[src/rtl/pipe_ctrl_if.sv]
// Request/response bundle between the pipeline control sources and the latch sequencer.
// The master side raises stall/flush requests; the slave side returns latch enables and status.
interface pipe_ctrl_if #(
    parameter int NUM_LATCH = 8
);
    logic                 mem_busy;
    logic                 flush_req;
    logic                 haz_req;
    logic [1:0]           haz_len;
    logic                 stat_clr;
    logic [NUM_LATCH-1:0] enable_out;
    logic [NUM_LATCH-1:0] bubble_out;
    logic                 stall_out;
    logic [1:0]           state_out;
    logic [15:0]          stall_cycles;

    modport master (
        output mem_busy, flush_req, haz_req, haz_len, stat_clr,
        input  enable_out, bubble_out, stall_out, state_out, stall_cycles
    );

    modport slave (
        input  mem_busy, flush_req, haz_req, haz_len, stat_clr,
        output enable_out, bubble_out, stall_out, state_out, stall_cycles
    );
endinterface

[src/rtl/pipe_ctrl.sv]
// Pipeline sequencer: per-latch enable/bubble generation with memory-freeze, branch-flush
// and RAW-hazard hold arbitration (mem_busy > flush_req > haz_req), plus a stall counter.
module pipe_ctrl #(
    parameter int NUM_LATCH = 8,
    parameter int HOLD_IDX  = 4,
    parameter int FLUSH_IDX = 6
) (
    input  logic         clk,
    input  logic         rst,
    pipe_ctrl_if.slave   bus
);
    typedef enum logic [1:0] {
        ST_RUN = 2'b00,
        ST_HAZ = 2'b01,
        ST_MEM = 2'b10
    } state_t;

    typedef enum logic [1:0] {
        PAT_FREEZE,
        PAT_FLUSH,
        PAT_HOLD,
        PAT_PASS
    } pattern_t;

    localparam logic [NUM_LATCH-1:0] L_ALL_ONES  = {NUM_LATCH{1'b1}};
    localparam logic [NUM_LATCH-1:0] L_FLUSH_BUB = NUM_LATCH'((1 << FLUSH_IDX) - 1);
    localparam logic [NUM_LATCH-1:0] L_HOLD_EN   = ~NUM_LATCH'((1 << (HOLD_IDX + 1)) - 1);
    localparam logic [NUM_LATCH-1:0] L_HOLD_BUB  = NUM_LATCH'(1 << (HOLD_IDX + 1));

    state_t      r_state;
    state_t      r_ret_state;
    logic [1:0]  r_cnt;
    logic [15:0] r_stall_cycles;

    state_t      w_eff_state;
    pattern_t    w_pat;
    logic        w_stall;
    logic [1:0]  w_haz_len;

    // A released MEM stall behaves exactly like the state it interrupted.
    assign w_eff_state = (r_state == ST_MEM) ? r_ret_state : r_state;
    assign w_haz_len   = (bus.haz_len == 2'd0) ? 2'd1 : bus.haz_len;

    always_comb begin
        // NOTE: every signal driven here gets a default first so no latch is inferred.
        w_pat = PAT_PASS;
        if (bus.mem_busy)
            w_pat = PAT_FREEZE;
        else if (bus.flush_req)
            w_pat = PAT_FLUSH;
        else if (w_eff_state == ST_HAZ || bus.haz_req)
            w_pat = PAT_HOLD;
    end

    assign w_stall = (w_pat == PAT_FREEZE) || (w_pat == PAT_HOLD);

    always_comb begin
        bus.enable_out = '0;
        bus.bubble_out = '0;
        bus.stall_out  = 1'b0;
        if (!rst) begin
            bus.stall_out = w_stall;
            case (w_pat)
                PAT_FREEZE: ;
                PAT_FLUSH: begin
                    bus.enable_out = L_ALL_ONES;
                    bus.bubble_out = L_FLUSH_BUB;
                end
                PAT_HOLD: begin
                    bus.enable_out = L_HOLD_EN;
                    bus.bubble_out = L_HOLD_BUB;
                end
                default: bus.enable_out = L_ALL_ONES;
            endcase
        end
    end

    assign bus.state_out    = r_state;
    assign bus.stall_cycles = r_stall_cycles;

    // NOTE: sequential state uses non-blocking assignments so every register samples pre-edge values.
    always_ff @(posedge clk or posedge rst) begin
        if (rst) begin
            r_state        <= ST_RUN;
            r_ret_state    <= ST_RUN;
            r_cnt          <= 2'd0;
            r_stall_cycles <= 16'd0;
        end else begin
            if (bus.stat_clr)
                r_stall_cycles <= 16'd0;
            else if (w_stall && (r_stall_cycles != 16'hFFFF))
                r_stall_cycles <= r_stall_cycles + 16'd1;

            if (bus.mem_busy) begin
                r_state <= ST_MEM;
                if (r_state != ST_MEM)
                    r_ret_state <= r_state;
            end else if (bus.flush_req) begin
                // Any pending hazard belonged to an instruction that is now killed.
                r_state <= ST_RUN;
                r_cnt   <= 2'd0;
            end else if (w_eff_state == ST_HAZ) begin
                r_cnt   <= r_cnt - 2'd1;
                r_state <= (r_cnt == 2'd1) ? ST_RUN : ST_HAZ;
            end else if (bus.haz_req) begin
                r_cnt   <= w_haz_len - 2'd1;
                r_state <= (w_haz_len > 2'd1) ? ST_HAZ : ST_RUN;
            end else begin
                r_state <= ST_RUN;
            end
        end
    end
endmodule
[src/flat_wrapper.sv]
// flat-port wrapper written by rule: the top's interface ports become plain ports
module pipe_ctrl_flat 
#(
    parameter int NUM_LATCH = 8,
    parameter int HOLD_IDX  = 4,
    parameter int FLUSH_IDX = 6
)
  (clk, rst, bus_mem_busy, bus_flush_req, bus_haz_req, bus_haz_len, bus_stat_clr, bus_enable_out, bus_bubble_out, bus_stall_out, bus_state_out, bus_stall_cycles);
  pipe_ctrl_if #(.NUM_LATCH(NUM_LATCH)) bus_i ();
  input  logic clk;
  input  logic rst;
  input wire logic [$bits(bus_i.mem_busy)-1:0] bus_mem_busy;
  input wire logic [$bits(bus_i.flush_req)-1:0] bus_flush_req;
  input wire logic [$bits(bus_i.haz_req)-1:0] bus_haz_req;
  input wire logic [$bits(bus_i.haz_len)-1:0] bus_haz_len;
  input wire logic [$bits(bus_i.stat_clr)-1:0] bus_stat_clr;
  output wire logic [$bits(bus_i.enable_out)-1:0] bus_enable_out;
  output wire logic [$bits(bus_i.bubble_out)-1:0] bus_bubble_out;
  output wire logic [$bits(bus_i.stall_out)-1:0] bus_stall_out;
  output wire logic [$bits(bus_i.state_out)-1:0] bus_state_out;
  output wire logic [$bits(bus_i.stall_cycles)-1:0] bus_stall_cycles;
  assign bus_i.mem_busy = bus_mem_busy;
  assign bus_i.flush_req = bus_flush_req;
  assign bus_i.haz_req = bus_haz_req;
  assign bus_i.haz_len = bus_haz_len;
  assign bus_i.stat_clr = bus_stat_clr;
  assign bus_enable_out = bus_i.enable_out;
  assign bus_bubble_out = bus_i.bubble_out;
  assign bus_stall_out = bus_i.stall_out;
  assign bus_state_out = bus_i.state_out;
  assign bus_stall_cycles = bus_i.stall_cycles;
  pipe_ctrl #(.NUM_LATCH(NUM_LATCH), .HOLD_IDX(HOLD_IDX), .FLUSH_IDX(FLUSH_IDX)) u_core (.clk(clk), .rst(rst), .bus(bus_i));
endmodule
[config.mk]
export PLATFORM = sky130hd
export DESIGN_NAME = pipe_ctrl_flat
export DESIGN_NICKNAME = d
export VERILOG_FILES = /design/src/rtl/pipe_ctrl_if.sv /design/src/rtl/pipe_ctrl.sv /design/src/flat_wrapper.sv
export SDC_FILE = /design/constraint.sdc
export NUM_CORES = 1
export LEC_CHECK = 0
export ABC_CLOCK_PERIOD_IN_PS = 3900
export CORE_MARGIN = 2
export CORE_UTILIZATION = 62
export CTS_CLUSTER_DIAMETER = 40
export DETAILED_ROUTE_END_ITERATION = 8
export DONT_BUFFER_PORTS = 1
export GPL_ROUTABILITY_DRIVEN = 0
export PLACE_DENSITY = 0.78
export SLEW_MARGIN = 20
export SYNTH_ARGS = -nofsm -noshare
export SYNTH_HDL_FRONTEND = slang
export SYNTH_SLANG_ARGS = --single-unit
[constraint.sdc]
create_clock -name clk -period 3.9 [get_ports clk]
set_input_delay 1.17 -clock clk [delete_from_list [all_inputs] [get_ports clk]]
set_output_delay 1.17 -clock clk [all_outputs]
set_load 0.1 [all_outputs]
==> run summary <==
Run status: completed
I/O pin count: 43
Worst Path Max Fanout: 5
Max capacitance violation total: 0
Mux share of post-synthesis cell area: 4.518%
First-pass GRT wire length: 5.319 mm
Met1 usage: 29.60%
Fraction of layout cells with a size suffix above 1: 29.76%
Req. time, crit path: 2.73 ns
Power consumption: 0.6046 mW
Synth unique cells: 41
Hold-fix buffers, CTS: 0
DRT Wirelength: 3.418 mm
Full die area: 0.002773 mm²
Hold Crit Depth: 1
Worst hold path class: flop to flop
Flip-flop and latch count after synthesis: 22
CTS clock-pin slew for the worst setup and hold paths: 0.13 ns
Pwr per Cell Area: 353.0 mW/mm²
Final instance area: 0.001713 mm²
Clk buf depth: 2
Initial antenna violation count: 0
Final period util: 88.62%
Asr flop ratio synth: 100.0%
Ys flop type: dfrtp_1
R2R cell count: 5
Fillers: 162
FP Rows: 17
Post-CTS repair timing setup buffer count: 0
Remaining routing DRC violations: 0
Die extent in x: 52.66 µm
EDFF count, synth: 0
Cells after synthesis: 160
Vias post-DR: 1302
Total grt overflow: 0
Layout Utilization: 76.69%
Critical Path AT: 2.29 ns
Cts bufs inserted: 3
DP Worst Slack: 0.4285 ns
Worst Clk Skew: 0.01260 ns
Placeable core area: 0.002233 mm²
Register area: 550.5 µm²
Initial DRT Pass Iterations: 4
Final setup fails: 0
DR vias/cell: 6.643
Xor/xnor share of the synthesized area: 0%
Vias in the first global route: 1230
Commonest non-fill, non-tap cell in the layout: dfrtp_1
Synth Area in Compound Gates: 16.62%
GRT busiest layer: met2
TNS Setup: 0 ns
Dpl hpwl: 2.537 mm
Antenna-violating nets left: 0
Clock sink count: 22
Largest net degree at the start of global routing: 27
Avg Cell Area, Syn: 9.173 µm²
All-Layer GR Usage: 26.30%
Largest family of logic cells by synthesized area: simple AND/OR/NAND/NOR gates
Min Tclk post-route: 3.456 ns
RSZ-0062 raised after global routing: false
Fmax: 289.3 MHz
Leak: 0.7314 nW
Met3 Track Usage GR: 4.857%
GR met2 Demand/Resource: 48.13%
Syn-to-layout area delta: 16.71%
Initial Util: 65.71%
Root Buffer: clkbuf_4
H-tree levels: 1
DP Area: 0.001660 mm²
NumNets Final: 180
Hold Vio Cnt, Final: 0
Post_cts resized: 0
Input/output buffers: 0
DRT iter0 DRCs: 50
Post-Synth Simple-Gate Area: 26.85%
Multi-input logic area: 800.8 µm²
Slew margin rel.: 29.81%
Worst slew pin tran: 1.053 ns
Yosys warnings: 0
Pins Over Slew Limit: 0
CTS tree: yes
Most frequent cells in the layout: dfrtp_1 (22), buf_4 (17), a21oi_1 (14)
Peak supply drop: 0.3259 mV
Final worst slack: 0.4436 ns
Clk_lat worst skew: 0.32 ns
Startpoint type of the worst setup path: primary input
Area share of fa/ha/maj cells after synthesis: 2.558%
Register area share after synthesis: 37.51%
Crit end category: primary output
Synthesized area: 0.001468 mm²
Routed wire per std cell: 17.44 µm
DIE HEIGHT: 52.66 µm
Crit Path Class: primary input to primary output
# diodes: 0
## report_power, final
| group | switching [mW] | internal [mW] | total [mW] |
|---|---|---|---|
| Sequential | 0.00458 | 0.235 | 0.240 |
| Clock | 0.0693 | 0.104 | 0.173 |
| Combinational | 0.145 | 0.0458 | 0.191 |
| Total | 0.219 | 0.385 | 0.605 |
## registers in the layout, summed over array words and instances (netlist names)
register / count
u_core.bus.stall_cycles: 16
u_core.bus.state_out: 2
u_core.r_cnt: 2
u_core.r_ret_state: 2
## worst max-delay path, stage by stage
cell,delay (ns)
o41ai_4,0.36
inv_2,0.14
ha_4,0.19
nor2_4,0.13
buf_4,0.30
## cells in the mapped netlist (3+ instances only)
cell | instances | area, µm²
nor2_1 | 13 | 48.80
ha_1 | 3 | 37.54
or4_1 | 6 | 45.04
nand4_1 | 6 | 37.54
buf_4 | 14 | 105.1
inv_1 | 7 | 26.28
a21oi_1 | 14 | 70.07
nand2_1 | 7 | 26.28
dfrtp_1 | 22 | 550.5
mux2_2 | 5 | 56.30
nor2b_1 | 6 | 37.54
nand3_1 | 9 | 45.04
nor4_1 | 4 | 25.02
or3_1 | 3 | 18.77
o31ai_1 | 8 | 60.06
## stage by stage
step           std cells  hold slack, ns
2_1_floorplan        161          0.4582
3_3_place_gp         192          0.4771
3_5_place_dp         192          0.4809
4_1_cts              196          0.5190
5_1_grt              196          0.5276
6_report             196          0.5211
## worst paths after layout
check,from,to,slack [ns]
max in group asynchronous,rst,u_core.r_cnt[0]$_DFFE_PP0P_,2.52
worst min-delay path,u_core.r_ret_state[0]$_DFFE_PP0P_,u_core.r_ret_state[0]$_DFFE_PP0P_,0.52
worst max register to register,u_core.bus.stall_cycles[11]$_DFFE_PP0P_,u_core.bus.stall_cycles[12]$_DFFE_PP0P_,1.02
min in group asynchronous,rst,u_core.r_cnt[1]$_DFFE_PP0P_,0.88
worst min register to register,u_core.r_ret_state[0]$_DFFE_PP0P_,u_core.r_ret_state[0]$_DFFE_PP0P_,0.52
worst max-delay path,bus_haz_req,bus_enable_out[5],0.44
## layer usage
layer / routed length [µm] / part of all wire (%) / vias to the layer above
li1: - / - / 599
met1: 1256 / 37 / 623
met2: 1805 / 53 / 73
met3: 295 / 8.6 / 7
met4: 60 / 1.8 / 0
met5: 0 / 0 / -
## final cells by class
class,instances,area share (%)
multi-input combinational,112,46.75
sequential,22,32.14
timing repair buffer,23,14.46
tap,28,2.045
clock inverter,1,1.753
inverter,7,1.534
clock buffer,3,1.315
## cell families after synthesis
logic type | after synthesis
simple gates | 67
compound gates | 34
buf+inv | 27
flops | 22
mux | 6
fa+ha+maj | 3
other cells | 1
Note: power is estimated with default switching activity, not from simulation.
